--- src/rtl/wb_accel_bridge.sv ---
// rtl/wb_accel_bridge.sv - Wishbone slave decoupling a val/rdy accelerator through request/response FIFOs
module wb_accel_bridge_fifo #(
  parameter int WIDTH = 32,
  parameter int DEPTH = 4
) (
  input  logic             i_clk,
  input  logic             i_rst_n,
  input  logic             i_flush,
  input  logic             i_push,
  input  logic [WIDTH-1:0] i_data,
  input  logic             i_pop,
  output logic [WIDTH-1:0] o_data,
  output logic [7:0]       o_count,
  output logic             o_empty,
  output logic             o_full
);
  localparam int AW = $clog2(DEPTH);
  localparam logic [AW:0] FULL_CNT = (AW+1)'(DEPTH);

  logic [WIDTH-1:0] r_mem [DEPTH];
  logic [AW-1:0]    r_wr_ptr;
  logic [AW-1:0]    r_rd_ptr;
  logic [AW:0]      r_count;
  logic             w_push;
  logic             w_pop;

  // Full/empty come from the registered count, so a push into a full FIFO is dropped even alongside a pop
  assign o_empty = (r_count == '0);
  assign o_full  = (r_count == FULL_CNT);
  assign o_count = 8'(r_count);
  assign o_data  = r_mem[r_rd_ptr];
  assign w_push  = i_push & !o_full;
  assign w_pop   = i_pop & !o_empty;

  always_ff @(posedge i_clk) begin
    if (w_push) r_mem[r_wr_ptr] <= i_data;
  end

  always_ff @(posedge i_clk or negedge i_rst_n) begin
    if (!i_rst_n) begin
      r_wr_ptr <= '0;
      r_rd_ptr <= '0;
      r_count  <= '0;
    end else if (i_flush) begin
      r_wr_ptr <= '0;
      r_rd_ptr <= '0;
      r_count  <= '0;
    end else begin
      if (w_push) r_wr_ptr <= r_wr_ptr + AW'(1);
      if (w_pop)  r_rd_ptr <= r_rd_ptr + AW'(1);
      if (w_push && !w_pop)      r_count <= r_count + (AW+1)'(1);
      else if (w_pop && !w_push) r_count <= r_count - (AW+1)'(1);
    end
  end
endmodule

module wb_accel_bridge #(
  parameter int          W          = 16,
  parameter int          REQ_DEPTH  = 4,
  parameter int          RESP_DEPTH = 4,
  parameter logic [31:0] ADDR_BASE  = 32'h3000_0000
) (
  input  logic           wb_clk_i,
  input  logic           wb_rst_ni,
  input  logic           wbs_cyc_i,
  input  logic           wbs_stb_i,
  input  logic           wbs_we_i,
  input  logic [3:0]     wbs_sel_i,
  input  logic [31:0]    wbs_adr_i,
  input  logic [31:0]    wbs_dat_i,
  output logic           wbs_ack_o,
  output logic [31:0]    wbs_dat_o,
  output logic [2*W-1:0] acc_req_msg,
  output logic           acc_req_val,
  input  logic           acc_req_rdy,
  input  logic [W-1:0]   acc_resp_msg,
  input  logic           acc_resp_val,
  output logic           acc_resp_rdy,
  output logic           irq_o
);
  logic        r_ack;
  logic [31:0] r_dat;
  logic        r_ovf;
  logic        r_unf;
  logic        r_irq_en;

  logic         w_accept;
  logic [1:0]   w_idx;
  logic         w_wr_req;
  logic         w_rd_resp;
  logic         w_wr_stat;
  logic         w_wr_ctrl;
  logic         w_flush;
  logic         w_req_empty;
  logic         w_req_full;
  logic [7:0]   w_req_count;
  logic         w_resp_empty;
  logic         w_resp_full;
  logic [7:0]   w_resp_count;
  logic [W-1:0] w_resp_head;
  logic [31:0]  w_status;
  logic [31:0]  w_rd_data;
  logic         w_unused;

  assign w_accept  = wbs_cyc_i & wbs_stb_i & (wbs_adr_i[31:4] == ADDR_BASE[31:4]) & !r_ack;
  assign w_idx     = wbs_adr_i[3:2];
  assign w_wr_req  = w_accept & wbs_we_i & (w_idx == 2'd0);
  assign w_rd_resp = w_accept & !wbs_we_i & (w_idx == 2'd1);
  assign w_wr_stat = w_accept & wbs_we_i & (w_idx == 2'd2);
  assign w_wr_ctrl = w_accept & wbs_we_i & (w_idx == 2'd3);
  assign w_flush   = w_wr_ctrl & wbs_dat_i[1];
  assign w_unused  = ^{wbs_sel_i, wbs_adr_i[1:0], wbs_dat_i};

  wb_accel_bridge_fifo #(.WIDTH(2*W), .DEPTH(REQ_DEPTH)) u_req_fifo (
    .i_clk   (wb_clk_i),
    .i_rst_n (wb_rst_ni),
    .i_flush (w_flush),
    .i_push  (w_wr_req),
    .i_data  (wbs_dat_i[2*W-1:0]),
    .i_pop   (acc_req_val & acc_req_rdy),
    .o_data  (acc_req_msg),
    .o_count (w_req_count),
    .o_empty (w_req_empty),
    .o_full  (w_req_full)
  );

  wb_accel_bridge_fifo #(.WIDTH(W), .DEPTH(RESP_DEPTH)) u_resp_fifo (
    .i_clk   (wb_clk_i),
    .i_rst_n (wb_rst_ni),
    .i_flush (w_flush),
    .i_push  (acc_resp_val & acc_resp_rdy),
    .i_data  (acc_resp_msg),
    .i_pop   (w_rd_resp),
    .o_data  (w_resp_head),
    .o_count (w_resp_count),
    .o_empty (w_resp_empty),
    .o_full  (w_resp_full)
  );

  assign acc_req_val  = !w_req_empty;
  assign acc_resp_rdy = wb_rst_ni & !w_resp_full;
  assign irq_o        = r_irq_en & ((w_resp_count != 8'd0) | r_ovf | r_unf);
  assign wbs_ack_o    = r_ack;
  assign wbs_dat_o    = r_dat;

  assign w_status = {8'd0, w_resp_count, w_req_count, 2'b00, r_unf, r_ovf,
                     w_resp_full, w_resp_empty, w_req_full, w_req_empty};

  always_comb begin
    w_rd_data = '0;
    if (!wbs_we_i) begin
      case (w_idx)
        2'd1:    w_rd_data = w_resp_empty ? 32'd0 : 32'(w_resp_head);
        2'd2:    w_rd_data = w_status;
        2'd3:    w_rd_data = {31'd0, r_irq_en};
        default: w_rd_data = '0;
      endcase
    end
  end

  always_ff @(posedge wb_clk_i or negedge wb_rst_ni) begin
    if (!wb_rst_ni) begin
      r_ack    <= 1'b0;
      r_dat    <= '0;
      r_ovf    <= 1'b0;
      r_unf    <= 1'b0;
      r_irq_en <= 1'b0;
    end else begin
      r_ack <= w_accept;
      r_dat <= w_accept ? w_rd_data : 32'd0;
      if (w_wr_ctrl) r_irq_en <= wbs_dat_i[0];
      if (w_flush) begin
        r_ovf <= 1'b0;
        r_unf <= 1'b0;
      end else begin
        if (w_wr_stat && wbs_dat_i[4]) r_ovf <= 1'b0;
        if (w_wr_stat && wbs_dat_i[5]) r_unf <= 1'b0;
        if (w_wr_req && w_req_full)    r_ovf <= 1'b1;
        if (w_rd_resp && w_resp_empty) r_unf <= 1'b1;
      end
    end
  end
endmodule

--- config.mk ---
export PLATFORM = sky130hd
export DESIGN_NAME = wb_accel_bridge
export DESIGN_NICKNAME = d
export VERILOG_FILES = /design/src/rtl/wb_accel_bridge.sv
export SDC_FILE = /design/constraint.sdc
export NUM_CORES = 1
export LEC_CHECK = 0
export CORE_AREA = 4 4 166 168
export DETAILED_ROUTE_END_ITERATION = 7
export DIE_AREA = 0 0 170 172
export PLACE_DENSITY = 0.6
export SLEW_MARGIN = 40
export SYNTH_ARGS = -nofsm -noshare
export SYNTH_HDL_FRONTEND = slang
export SYNTH_SLANG_ARGS = --single-unit
--- constraint.sdc ---
create_clock -name wb_clk_i -period 2.84 [get_ports wb_clk_i]
set_input_delay 0.852 -clock wb_clk_i [delete_from_list [all_inputs] [get_ports wb_clk_i]]
set_output_delay 0.852 -clock wb_clk_i [all_outputs]
set_load 0.03 [all_outputs]
# --- After elaboration in Yosys (flattened, before gate mapping) ---
# Memories as Yosys holds them, arrays and structs flattened.
# Index checks and enable logic that the tools add are counted.
word_totals:
  memories: 2
  ff_bits: 50
  wordCells: 105
  ramBits: 192
  output_inout_bits: 68
mem_list:
  columns: ["memory", "words", "width", "rd", "rd_clocked_by_memory_dff", "wr", "line_no", "source"]
  rows:
  - ["u_req_fifo.r_mem", 4, 32, 1, 0, 1, "20", "logic [WIDTH-1:0] r_mem [DEPTH];"]
  - ["u_resp_fifo.r_mem", 4, 16, 1, 0, 1, "20", null]
op_classes:
  add_sub_neg: 8
  n_eq_ne: 6
  reduce_logical: 30
  bitwise: 20
  n_mux: 28
op_table:
  columns: ["op", "count"]
  rows:
  - ["2-to-1 mux 32 bit", 2]
  - ["case mux 19 bit (3 select lines)", 1]
  - ["== test 28 x 26 -> 1 bit (second input constant)", 1]
  - ["AND 1 bit", 18]
  - ["2-to-1 mux 3 bit", 6]
  - ["2-to-1 mux 16 bit", 1]
  - ["2-to-1 mux 2 bit", 8]
  - ["nonzero test 3 bit", 4]
  - ["logical NOT 1 bit", 10]
  - ["2-to-1 mux 1 bit", 10]
  - ["adder 2 x 1 -> 2 bit (second input constant)", 4]
  - ["logical AND 1 bit", 8]
  - ["nonzero test 2 bit", 4]
  - ["nonzero test 8 bit", 1]
  - ["adder 3 x 1 -> 3 bit (second input constant)", 2]
  - ["== test 3 bit (second input constant)", 2]
  - ["logical NOT 3 bit", 2]
  - ["subtractor 3 x 1 -> 3 bit (second input constant)", 2]
  - ["== test 2 bit (second input constant)", 2]
  - ["== test 2 x 1 -> 1 bit (second input constant)", 1]
  - ["logical NOT 2 bit", 1]
  - ["OR 1 bit", 2]

# --- Depth between registers and ports, before layout ---
logic_depth:
  ltp_word: 11
  depth_mapped: 10

# --- By module ---
# From an unflattened synthesis, not the netlist that was laid out.
hier_totals:
  hier_cells: 483
  area_unflattened_um2: 9464.1
by_module_without_submodules:
  columns: ["mod", "seq_area_each_um2", "cells_per_inst", "area_each_um2", "n_inst"]
  rows:
  - ["wb_accel_bridge_fifo at u_req_fifo", 4018.9, 220, 5163.7, 1]
  - ["wb_accel_bridge_fifo at u_resp_fifo", 2097.0, 136, 2832.7, 1]
  - ["wb_accel_bridge", 700.7, 127, 1467.7, 1]

# --- Worst setup path before layout ---
# No wires, ideal clock.
synth_path:
  path_kind: "in2reg"
  start: "in wbs_adr_i[4]"
  end: "mem u_req_fifo.r_mem[1][0], enable pin"
  n_path_buf: 0
  arrival_ns: 2.740
  setup_time_ns: 0.392
  setup_slack_ns: -0.292
  t_required_ns: 2.448
  stages: 4
  cell_sequence: "nor4_2 nand4_2 nor4_2 and2_1"
synth_between:
  elab_chain_len: 8
synth_rtl:
  columns: ["element", "line_no", "source"]
  rows:
  - ["start: declaration", "69", "input logic [31:0] wbs_adr_i,"]
  - ["== test 28 x 26 -> 1 bit", "105", "assign w_accept = wbs_cyc_i & wbs_stb_i & (wbs_adr_i[31:4] == ADDR_BASE[31:4]) & !r_ack;"]
  - ["AND 1 bit (2 in a row)", "105", null]
  - ["AND 1 bit (2 in a row)", "107", "assign w_wr_req = w_accept & wbs_we_i & (w_idx == 2'd0);"]
  - ["AND 1 bit", "32", "assign w_push = i_push & !o_full;"]
  - ["2-to-1 mux 1 bit", "36", "if (w_push) r_mem[r_wr_ptr] <= i_data;"]
  - ["2-to-1 mux 1 bit (implied by the code)", "36", null]
  - ["end: declaration", "20", null]
# No other way between the ends.

# --- Worst setup path after layout ---
layout_path:
  start: "in wbs_adr_i[17]"
  end: "reg u_resp_fifo.r_count[2]"
layout_between:
  elab_chain_len: 10
  elab_cells_between_ends: 15
  cone_classes: "1 x eq/ne; 2 x mux; 8 x bitwise; 4 x reduce/logical"
layout_rtl:
  columns: ["element", "line_no", "source"]
  rows:
  - ["== test 28 x 26 -> 1 bit *", "105", null]
  - ["AND 1 bit * (2 in a row)", "105", null]
  - ["AND 1 bit (2 in a row)", "108", "assign w_rd_resp = w_accept & !wbs_we_i & (w_idx == 2'd1);"]
  - ["AND 1 bit", "33", "assign w_pop = i_pop & !o_empty;"]
  - ["logical NOT 1 bit", "51", "if (w_push && !w_pop) r_count <= r_count + (AW+1)'(1);"]
  - ["logical AND 1 bit", "51", null]
  - ["2-to-1 mux 3 bit", "51", null]
  - ["2-to-1 mux 3 bit", "44", "end else if (i_flush) begin"]
  - ["end signal: assignment", "51", null]
  - ["end signal: assignment", "52", "else if (w_pop && !w_push) r_count <= r_count - (AW+1)'(1);"]
  - ["end: declaration", "23", "logic [AW:0] r_count;"]
# Every way passes the cells marked *; elsewhere a longest branch is shown, timed or not.
# A chain may end at the register's enable or synchronous reset.

==> impl_metrics.yaml <==
outcome:
  result_of_the_run: "finished clean"
hold_path:
  timing.hold.worst.class: "in2async"
finish:
  post-route-cell-area_mm2: 0.01195
  antenna_cells_inserted: 0
  multi_input_area_mm2: 0.002172
  signed_area_change_from_the_synthesized_netlist_to_the_final_layout_pct: 33.38
  fill_cells: 2200
  final_net_count: 742
  layout-drive-gt1-share_pct: 28.42
  final-seq-area_mm2: 0.006694
die:
  dieArea_mm2: 0.02924
  die_x_um: 170
  floorplan_die_height_um: 172
  start_util_pct: 34.59
  core-area_mm2: 0.02591
  io_pins: 159
  fp-row-count: 59
timing:
  hold_viol_final: 0
  rsz0062_at_grt: "true"
  max_frequency_ghz: 0.3585
  final.setup_skew_ps: 9.374
  tightest_pin_transition_ps: 693.3
  finalSetupViolations: 0
  final.min_clock_period_ps: 2789
  final-max-slew-violation-count: 0
  timing.final.crit_share_pct: 98.22
  hold_slack_ps: 427.9
  slew-limit-headroom_pct: 53.78
  worst_slack_ps: 50.50
drt:
  drc: 0
  drt-wirelength-per-cell_um: 19.22
  drt-initial-drc-count: 296
  drt_pre_antenna_iters: 4
  routed_via_density: 4.753
  routed_wirelength_um: 19080
  dr_total_vias: 4720
  route.antenna.remaining_nets: 0
grt:
  grt_start_max_net_pins: 38
  first_pass_grt_wire_length_um: 28470
  grtUsageTotal_pct: 12.56
  vias_in_the_first_global_route: 5057
  grt_antenna_before_repair: 0
  globalRoute.totalOverflow: 0
clocking:
  cts_sinks: 229
  tritoncts.num_buffers: 24
  root_buffer: "sky130_fd_sc_hd__clkbuf_16"
  cts_hold_repair.buffers: 0
  cts-htree-levels: 1
  clk-insertion-delay-late_ps: 510
  worst_setup_hold_path_clk_slew_ps: 60
  tritoncts_clock_tree: "built"
  cts.path.max_buffers: 3
power_and_ir_drop:
  power_density_mw_per_mm2: 618.4
  ir_worst_vdd_mv: 0.5361
  power.leakage_uw: 0.004233
synthesis:
  netlist_top_cells_count: "sky130_fd_sc_hd__edfxtp_1, sky130_fd_sc_hd__mux4_2, sky130_fd_sc_hd__dfrtp_1"
  post_synth.cell_area_avg_um2: 19.78
  synth_area_leader_cell: "sky130_fd_sc_hd__edfxtp_1"
  netlist_instances: 453
  register_bit_count_reported_by_yosys: 229
  synth.most_common_cell: "sky130_fd_sc_hd__edfxtp_1"
  synth_area_mm2: 0.008962
  yosys-top-cells-area: "sky130_fd_sc_hd__edfxtp_1, sky130_fd_sc_hd__mux4_2, sky130_fd_sc_hd__dfrtp_1"
  ys_dominant_reg_cell: "sky130_fd_sc_hd__edfxtp_1"
  synth_edf_count: 192
  asyncSetResetFlopFracSynth_pct: 16.16
  total_of_warnings_raised_by_yosys: 0
  ys_seq_area_share_pct: 74.66
  synth.lib_cells_used.distinct: 47
  yosys.area.top_type_share_pct: 64.33
setup_path:
  cp-end-kind: "flop"
  worstRegToRegCells: 9
  critical_path_peak_fanout: 2
  timing.critical_path.arrival_ps: 3180
  worst_setup_path_start_kind: "primary input"
  critical_path.cell_chain: "clkdlybuf4s50_1, nor4_4, nand4_2, or4b_4, nand2_4, fa_2, nor2_1, mux2i_1, mux2_4"
  stage_delay_of_the_slowest_cell_on_the_critical_path_ps: 540
  timing.rr.start: "u_resp_fifo.r_count[1]"
  worst-r2r-setup-slack_ps: 420
  reg2reg_capture_point: "u_resp_fifo.r_count[2]"
  slowest_stage: "sky130_fd_sc_hd__or4b_4"
  cp_data_required_time_ps: 3230
  worst-setup-path-type: "in2reg"
placement:
  dp_hpwl_um: 12350
  post-place-ws_ps: -546.5
  portBuffers: 139
  gp_routability_congestion: 0.7367
  placed_cell_area_mm2: 0.01103
flow_run:
  max_cap_viol_count: 0
[worst max path at each step]
stage,startpoint,endpoint,cells after the start
2_1_floorplan,wbs_adr_i[17],u_resp_fifo.r_count[2],10
3_3_place_gp,wbs_adr_i[17],u_req_fifo.r_count[1],10
3_5_place_dp,wbs_adr_i[17],u_req_fifo.r_count[2],11
4_1_cts,u_req_fifo.r_rd_ptr[0],acc_req_msg[4],3
5_1_grt,wbs_adr_i[21],u_resp_fifo.r_count[2],9
6_report,wbs_adr_i[17],u_resp_fifo.r_count[2],9
[layer usage]
metal  vias up  global-route usage, %  part of all wire (%)
met1      2414                  16.68                    42
met2       144                  21.39                    50
met5         -                      0                     0
met3        28                  2.652                   6.0
li1       2134                      -                     -
met4         0                  3.021                   2.0
[cells in the final DEF, fill, tap and decap left out, types with 4 or more instances in the layout]
master / Yosys / routed
sky130_fd_sc_hd__mux4_2: 48 / 48
sky130_fd_sc_hd__buf_6: 0 / 6
sky130_fd_sc_hd__ha_1: 9 / 8
sky130_fd_sc_hd__nor2b_1: 10 / 10
sky130_fd_sc_hd__clkbuf_16: 0 / 26
sky130_fd_sc_hd__dfrtp_1: 37 / 35
sky130_fd_sc_hd__nor4_2: 5 / 4
sky130_fd_sc_hd__buf_12: 0 / 13
sky130_fd_sc_hd__inv_1: 11 / 11
sky130_fd_sc_hd__clkinv_2: 0 / 4
sky130_fd_sc_hd__and2_1: 10 / 6
sky130_fd_sc_hd__and2_2: 0 / 4
sky130_fd_sc_hd__nand3_1: 4 / 4
sky130_fd_sc_hd__a22oi_1: 7 / 7
sky130_fd_sc_hd__xnor2_1: 5 / 5
sky130_fd_sc_hd__clkbuf_1: 12 / 5
sky130_fd_sc_hd__edfxtp_1: 192 / 192
sky130_fd_sc_hd__nor2_1: 26 / 26
sky130_fd_sc_hd__conb_1: 1 / 13
sky130_fd_sc_hd__dlymetal6s2s_1: 0 / 7
sky130_fd_sc_hd__buf_4: 13 / 54
sky130_fd_sc_hd__and3_1: 5 / 5
sky130_fd_sc_hd__clkdlybuf4s50_1: 0 / 96
sky130_fd_sc_hd__nor4_4: 0 / 4
sky130_fd_sc_hd__a21oi_1: 6 / 6
[logic make-up after synthesis]
kind of cell	after synthesis	share of synthesized area, %
simple gates	85	5.864
buf+inv	44	2.485
fa+ha+maj	11	1.703
other cells	1	0.04184
mux	53	12.65
xor+xnor	9	1.047
compound gates	21	1.550
flops	229	74.66
[critical path: cells and delay by family]
family,cells,cell delay [ps]
adder cells (fa/ha/maj),1,190
AND/OR/NAND/NOR,5,1130
buffers and inverters,1,460
multiplexers,2,550
[area by class of cell]
class | count | share of cell area, %
multi-input combinational | 192 | 18.17
inverter | 11 | 0.3454
clock buffer | 29 | 5.181
tap | 335 | 3.506
sequential | 229 | 56.00
timing repair buffer | 182 | 15.74
clock inverter | 15 | 1.057
[where the power goes]
| group | leakage [uW] | switching [uW] | internal [uW] |
|---|---|---|---|
| Clock | 0.000356 | 1240 | 1660 |
| Combinational | 0.00166 | 311 | 318 |
| Sequential | 0.00222 | 71.6 | 3780 |
[per-stage QoR]
| stage | utilization [%] | cells | TNS [ps] | power [uW] |
|---|---|---|---|---|
| after global routing | 46.13 | 993 | -24.90 | 7703 |
| after floorplan | - | 465 | -299.4 | 4219 |
| after global placement | 42.58 | 944 | -53430 | 4500 |
| after CTS | 45.69 | 989 | -22.53 | 7482 |
| final | 46.13 | 993 | 0 | 7392 |
| after detailed placement | 42.58 | 944 | -64060 | 4540 |
[flip-flops by register name (all words and copies together) (netlist names), 2 cells and up]
signal and flops:
u_resp_fifo.r_count 3, wbs_dat_o 19, u_req_fifo.r_wr_ptr 2, u_resp_fifo.r_rd_ptr 2, u_req_fifo.r_rd_ptr 2, u_req_fifo.r_mem 128
u_req_fifo.r_count 3, u_resp_fifo.r_wr_ptr 2, u_resp_fifo.r_mem 64
[repair_timing]
| action | in CTS | in global routing |
|---|---|---|
| pin swaps | 0 | 10 |
| cloned | 1 | 2 |
| gates resized for setup | 11 | 12 |
| buffers inserted | 0 | 2 |
| setup endpoints to repair | 26 | 31 |
No activity file was read; power rests on OpenSTA's default activity.
